===== src/rtl/lottery_grant_arbiter_if.sv =====
// Request/grant bundle between the lottery manager side and the arbiter.
// The master modport drives requests, tickets and release; the slave modport is the arbiter.
interface lottery_grant_arbiter_if;
  logic [3:0] r;
  logic [3:0] s0;
  logic [4:0] s1;
  logic [5:0] s2;
  logic [5:0] s3;
  logic       rel;
  logic [3:0] g;
  logic [1:0] gnt_id;
  logic       busy;

  modport master (
    output r, s0, s1, s2, s3, rel,
    input  g, gnt_id, busy
  );

  modport slave (
    input  r, s0, s1, s2, s3, rel,
    output g, gnt_id, busy
  );
endinterface


===== src/rtl/lottery_grant_arbiter.sv =====
// Lottery arbiter: an LFSR ticket picks a master from the cumulative ticket sums; the grant is held until released.
// Optional grant tenure limit is built when LOTTERY_TENURE_EN is defined.
module lottery_grant_arbiter #(
  parameter logic [5:0] SEED     = 6'h01,
  parameter int         MAX_DRAW = 63,
  parameter int         TENURE   = 16
) (
  input  logic                    clk,
  input  logic                    reset,
  lottery_grant_arbiter_if.slave  bus
);

  localparam logic [1:0] IDLE  = 2'd0;
  localparam logic [1:0] DRAW  = 2'd1;
  localparam logic [1:0] GRANT = 2'd2;

  // An all-zero LFSR would lock up, so a zero seed is replaced with 1.
  localparam logic [5:0]    SEED_SAFE = (SEED == 6'd0) ? 6'h01 : SEED;
  localparam int            CW        = (MAX_DRAW > 2) ? $clog2(MAX_DRAW) : 1;
  localparam logic [CW-1:0] LAST_DRAW = CW'(MAX_DRAW - 1);

  logic [1:0]    state_q, state_d;
  logic [5:0]    lfsr_q, lfsr_d;
  logic [CW-1:0] drawCnt_q, drawCnt_d;
  logic [3:0]    g_q, g_d;
  logic [1:0]    gntId_q, gntId_d;

  logic [5:0] s0x, s1x, ticket;
  logic [1:0] winner, fallback;
  logic       reqAny, ticketsAny, accept, tenureExpire;

  assign s0x        = {2'b00, bus.s0};
  assign s1x        = {1'b0, bus.s1};
  assign ticket     = lfsr_q - 6'd1;
  assign reqAny     = |bus.r;
  assign ticketsAny = (bus.s3 != 6'd0);
  assign lfsr_d     = {lfsr_q[4:0], lfsr_q[5] ^ lfsr_q[4]};

  always_comb begin
    winner = 2'd3;
    if (ticket < bus.s2) winner = 2'd2;
    if (ticket < s1x)    winner = 2'd1;
    if (ticket < s0x)    winner = 2'd0;
  end

  always_comb begin
    fallback = 2'd0;
    for (int i = 3; i >= 0; i--) begin
      if (bus.r[i]) fallback = 2'(i);
    end
  end

  assign accept = (lfsr_q <= bus.s3) && bus.r[winner];

`ifdef LOTTERY_TENURE_EN
  logic [5:0] tenure_q, tenure_d;

  // Counter sits at zero outside GRANT, so it is already cleared on grant entry.
  assign tenure_d     = (state_q == GRANT) ? tenure_q + 6'd1 : 6'd0;
  assign tenureExpire = (state_q == GRANT) && (tenure_q == 6'(TENURE - 1));

  always_ff @(posedge clk or negedge reset) begin
    if (!reset) tenure_q <= 6'd0;
    else        tenure_q <= tenure_d;
  end
`else
  assign tenureExpire = 1'b0;
`endif

  always_comb begin
    state_d   = state_q;
    drawCnt_d = drawCnt_q;
    g_d       = g_q;
    gntId_d   = gntId_q;
    case (state_q)
      IDLE: begin
        g_d = 4'd0;
        if (reqAny && ticketsAny) begin
          state_d   = DRAW;
          drawCnt_d = '0;
        end
      end
      DRAW: begin
        if (!reqAny || !ticketsAny) begin
          state_d = IDLE;
        end else if (accept) begin
          state_d = GRANT;
          g_d     = 4'b0001 << winner;
          gntId_d = winner;
        end else if (drawCnt_q == LAST_DRAW) begin
          state_d = GRANT;
          g_d     = 4'b0001 << fallback;
          gntId_d = fallback;
        end else begin
          drawCnt_d = drawCnt_q + CW'(1);
        end
      end
      GRANT: begin
        // Release takes priority; any new request is re-evaluated from IDLE.
        if (bus.rel || !bus.r[gntId_q] || tenureExpire) begin
          state_d = IDLE;
          g_d     = 4'd0;
        end
      end
      default: begin
        state_d = IDLE;
        g_d     = 4'd0;
      end
    endcase
  end

  always_ff @(posedge clk or negedge reset) begin
    if (!reset) begin
      state_q   <= IDLE;
      lfsr_q    <= SEED_SAFE;
      drawCnt_q <= '0;
      g_q       <= 4'd0;
      gntId_q   <= 2'd0;
    end else begin
      state_q   <= state_d;
      lfsr_q    <= lfsr_d;
      drawCnt_q <= drawCnt_d;
      g_q       <= g_d;
      gntId_q   <= gntId_d;
    end
  end

  assign bus.g      = g_q;
  assign bus.gnt_id = gntId_q;
  assign bus.busy   = (state_q != IDLE);

endmodule

===== src/flat_wrapper.sv =====
// flat-port wrapper written by rule: the top's interface ports become plain ports
module lottery_grant_arbiter_flat 
#(
  parameter logic [5:0] SEED     = 6'h01,
  parameter int         MAX_DRAW = 63,
  parameter int         TENURE   = 16
)
  (clk, reset, bus_r, bus_s0, bus_s1, bus_s2, bus_s3, bus_rel, bus_g, bus_gnt_id, bus_busy);
  lottery_grant_arbiter_if bus_i ();
  input  logic clk;
  input  logic reset;
  input wire logic [$bits(bus_i.r)-1:0] bus_r;
  input wire logic [$bits(bus_i.s0)-1:0] bus_s0;
  input wire logic [$bits(bus_i.s1)-1:0] bus_s1;
  input wire logic [$bits(bus_i.s2)-1:0] bus_s2;
  input wire logic [$bits(bus_i.s3)-1:0] bus_s3;
  input wire logic [$bits(bus_i.rel)-1:0] bus_rel;
  output wire logic [$bits(bus_i.g)-1:0] bus_g;
  output wire logic [$bits(bus_i.gnt_id)-1:0] bus_gnt_id;
  output wire logic [$bits(bus_i.busy)-1:0] bus_busy;
  assign bus_i.r = bus_r;
  assign bus_i.s0 = bus_s0;
  assign bus_i.s1 = bus_s1;
  assign bus_i.s2 = bus_s2;
  assign bus_i.s3 = bus_s3;
  assign bus_i.rel = bus_rel;
  assign bus_g = bus_i.g;
  assign bus_gnt_id = bus_i.gnt_id;
  assign bus_busy = bus_i.busy;
  lottery_grant_arbiter #(.SEED(SEED), .MAX_DRAW(MAX_DRAW), .TENURE(TENURE)) u_core (.clk(clk), .reset(reset), .bus(bus_i));
endmodule

===== config.mk =====
export PLATFORM = sky130hd
export DESIGN_NAME = lottery_grant_arbiter_flat
export DESIGN_NICKNAME = d
export VERILOG_FILES = /design/src/rtl/lottery_grant_arbiter_if.sv /design/src/rtl/lottery_grant_arbiter.sv /design/src/flat_wrapper.sv
export SDC_FILE = /design/constraint.sdc
export NUM_CORES = 1
export LEC_CHECK = 0
export CORE_AREA = 2 2 71 73
export CTS_BUF_LIST = sky130_fd_sc_hd__clkbuf_8
export CTS_CLUSTER_DIAMETER = 50
export DETAILED_ROUTE_END_ITERATION = 6
export DIE_AREA = 0 0 73 75
export PLACE_DENSITY_LB_ADDON = 0.3
export SYNTH_ARGS = -nofsm -noshare
export SYNTH_HDL_FRONTEND = slang
export SYNTH_SLANG_ARGS = --single-unit

===== constraint.sdc =====
create_clock -name clk -period 3.19 [get_ports clk]
set_input_delay 0.7975 -clock clk [delete_from_list [all_inputs] [get_ports clk]]
set_output_delay 0.7975 -clock clk [all_outputs]
set_load 0.02 [all_outputs]

==> impl_metrics.csv <==
group,metric,value,unit
sta,final.setup.worst_slack,-0.0736,ns
run_status,failed_checks,"setup timing",
place,pre_cts_ws,-0.419,ns
power_and_ir_drop,clkPwrFrac,0.241,
cells_and_area,final_cell_area,0.00285,mm^2
place,dpl_cell_area,0.00249,mm^2
global_routing,first_global_vias,1713,
synthesis,synth_edf_count,0,
global_routing,busiest_layer,"met2",
global_routing,use_met2,0.290,
power_and_ir_drop,p_sw_frac,0.336,
power_and_ir_drop,p_switching,0.355,mW
synthesis,syn_area,0.00183,mm^2
synthesis,synthArstFlopShare,1.00,
drt,vias,1797,
synthesis,synth_seq_cells,20,
drt,antenna_left,0,
clocking,cts-buffers-inserted,3,
sta,final_max_slew_viol_count,0,
drt,drc_errors,0,
global_routing,grt_max_degree,21,
synthesis,synthAdderAreaFrac,0.137,
die,rows,25,
synthesis,synth_mux_area_frac,0.0348,
sta,timing.final.crit_share,1.02,
place,gp_congestion,0.863,
worst_setup_path,arrival,3.37,ns
clocking,htree_levels,1,
cells_and_area,diodes,0,
global_routing,gr-usage-met1,0.269,
place,dp_hpwl,3640,um
sta,final_hold_viol_count,0,
sta,setup_viol,9,
job,cap_violations,0,
power_and_ir_drop,internal_power,0.700,mW
power_and_ir_drop,power-per-cell-area,370,mW/mm^2
die,initial_core_util,0.393,
global_routing,grtUsageMet3,0.0254,
power_and_ir_drop,vdd_drop_max,0.297,mV
synthesis,syn_inst,190,
die,ios,35,
die,die_h,75,um
cells_and_area,layout.cells.non_filler,322,
worst_setup_path,critPathMaxFanout,5,
sta,max_slew.worst_pin.slew,0.691,ns
synthesis,synth_compound_area_frac,0.246,
power_and_ir_drop,p_comb_frac,0.429,
power_and_ir_drop,p_seq_frac,0.330,
die,core,0.00466,mm^2
cells_and_area,layout-drive-gt1-share,0.366,
place,placed_cells,308,
cells_and_area,nets,317,
die,fp.dieW,73,um
cells_and_area,syn2layout_area_growth,55.5,%
run_status,outcome,"finished, violations left",
global_routing,overflow,0,
sta,period_needed,3.26,ns
worst_setup_path,crit_type,"reg -> reg",
clocking,cts_max_path_buffers,2,
power_and_ir_drop,p_leak,1.28,nW
clocking,cts.sinks,20,
synthesis,ys_types,59,
synthesis,dominantRegCellSynth,"dfrtp_1",
die,dieArea,0.00548,mm^2
synthesis,seq_area_frac_synth,0.274,
sta,rsz0062_at_grt,"yes",
sta,finClkSkew,0.00637,ns
worst_setup_path,crit_path_end_kind,"flop",
min_path,hp-class,"reg -> reg",
synthesis,yosys.area_share.simple,0.230,
clocking,cts_root_buffer,"clkbuf_8",
drt,via_per_inst,5.58,
synthesis,yosys_warnings,0,
sta,relSlewSlack,0.538,
global_routing,antenna_found_initial,0,
clocking,path_clk_slew,0.08,ns
synthesis,synth_nets,238,
cells_and_area,finalCoreUtilization,0.611,
global_routing,groute.usage.overall,0.184,
clocking,clk_latency,0.26,ns
global_routing,grt_pass1_wl,7870,um
sta,holdWs,0.435,ns
worst_setup_path,crit_required,3.30,ns
worst_setup_path,start_kind,"flop",
sta,setup_tns,-0.478,ns
clocking,cts_tree,"done",
power_and_ir_drop,finalPower,1.06,mW
drt,drtIter0Drc,157,
place,port-buffer-count,34,
drt,wirelength,4900,um
drt,routedWlPerCell,15.2,um
synthesis,synth_top_family_by_area,"compound AO/OA/AOI/OAI gates",
synthesis,avgSynthCellArea,9.64,um^2
synthesis,synth-xor-area-share,0.0191,
sta,fmaxAchievable,306,MHz
drt,firstDrtPassIters,4,
## cell type report
| class | count | area, um^2 |
|---|---|---|
| fill | 365 | 1810 |
| multi-input combinational | 141 | 1450 |
| timing repair buffer | 74 | 648 |
| sequential | 20 | 502 |
| inverter | 29 | 109 |
| tap | 54 | 67.6 |
| clock buffer | 3 | 41.3 |
| clock inverter | 1 | 30.0 |
## sequential cells by signal (all words and copies together) (netlist names)
register and cells:
u_core.bus.g 4, u_core.bus.gnt_id 2, u_core.drawCnt_q 6, u_core.lfsr_q 6, u_core.state_q 2
## critical path, cell delays in order, from the launching register on
cell and delay [ns]:
dfrtp_1 0.38, or3_4 0.42, xnor2_4 0.15, ha_2 0.19, or3_1 0.34, o22a_1 0.25
or4_4 0.47, nand4_1 0.17, a311oi_4 0.12, buf_6 0.16, o32ai_4 0.32, a22oi_1 0.14
## repair_timing
| action | in CTS | in global routing |
|---|---|---|
| hold buffers | 0 | 0 |
| setup buffers | 6 | 4 |
| pin swaps | 16 | 14 |
| gates resized for setup | 29 | 20 |
| setup endpoints to repair | 13 | 14 |
## power by group through the flow
stage	Combinational, mW	Clock (mW)	Sequential, mW
after global routing	0.488	0.268	0.354
final	0.453	0.254	0.348
after global placement	0.397	0	0.349
after CTS	0.419	0.260	0.345
after floorplan	0.222	0	0.362
after detailed placement	0.400	0	0.350
## path summary, 6_finish.rpt
kind                                       start                   end  slack, ns  depth (start not counted)
worst max-delay path            u_core.lfsr_q[1]  u_core.bus.gnt_id[0]      -0.07                         11
worst min-delay path            u_core.lfsr_q[0]      u_core.lfsr_q[1]       0.44                          0
worst max register to register  u_core.lfsr_q[1]  u_core.bus.gnt_id[0]      -0.07                         11
worst min register to register  u_core.lfsr_q[0]      u_core.lfsr_q[1]       0.44                          0
max in group asynchronous                  reset      u_core.lfsr_q[0]       2.05                          2
min in group asynchronous                  reset   u_core.drawCnt_q[5]       0.87                          2
## per-layer routing
metal | wire, um | part of all wire
met4 | 74 | 0.015
met3 | 255 | 0.052
met2 | 2250 | 0.46
met5 | 0 | 0
met1 | 2330 | 0.47
## synth_stat cells, types with 3 or more instances
cell type	instances	area (um^2)
a21boi_0	3	22.5
a21oi_1	3	15.0
a32o_1	5	50.1
dfrtp_1	19	475
ha_1	20	250
inv_1	29	109
nand2_1	8	30.0
nand3_1	7	35.0
nand4_1	5	31.3
nor2_1	14	52.6
nor2b_1	3	18.8
nor4_1	3	18.8
o21a_1	4	30.0
o21ai_0	3	15.0
or2_2	3	18.8
or3_1	5	31.3
## cell families (layout without fill, tap and decap cells)
logic type	count (synthesis)	in the layout
compound gates	45	45
xor+xnor	4	4
fa+ha+maj	20	20
buf+inv	29	107
flops	20	20
mux	4	4
simple gates	68	68
## cell usage in the layout (no fill, tap or decap), types with 2 or more instances in the layout
| cell | synthesis | final |
|---|---|---|
| a21oi_1 | 3 | 3 |
| o21ai_0 | 3 | 3 |
| a21boi_0 | 3 | 2 |
| and4_4 | 1 | 2 |
| nor2b_1 | 3 | 3 |
| nor2_1 | 14 | 14 |
| ha_1 | 20 | 14 |
| or4_4 | 2 | 3 |
| nand4_1 | 5 | 5 |
| buf_4 | 0 | 37 |
| dlygate4sd2_1 | 0 | 5 |
| o21a_1 | 4 | 4 |
| or2_2 | 3 | 3 |
| nor4_1 | 3 | 2 |
| a211o_1 | 2 | 2 |
| mux2_4 | 2 | 3 |
| buf_6 | 0 | 3 |
| inv_1 | 29 | 26 |
| ha_2 | 0 | 4 |
| o22ai_2 | 1 | 2 |
| dfrtp_1 | 19 | 19 |
| a32o_1 | 5 | 5 |
| clkdlybuf4s50_1 | 0 | 28 |
| o32ai_2 | 1 | 2 |
| o22a_1 | 2 | 2 |
| clkbuf_8 | 0 | 3 |
| nand3_1 | 7 | 6 |
| ha_4 | 0 | 2 |
| or3_4 | 2 | 3 |
| inv_2 | 0 | 3 |
| and3_1 | 2 | 2 |
| nand2_1 | 8 | 7 |
| o31ai_4 | 2 | 3 |
| or3_1 | 5 | 4 |
Power figures use the tool's default switching activity.
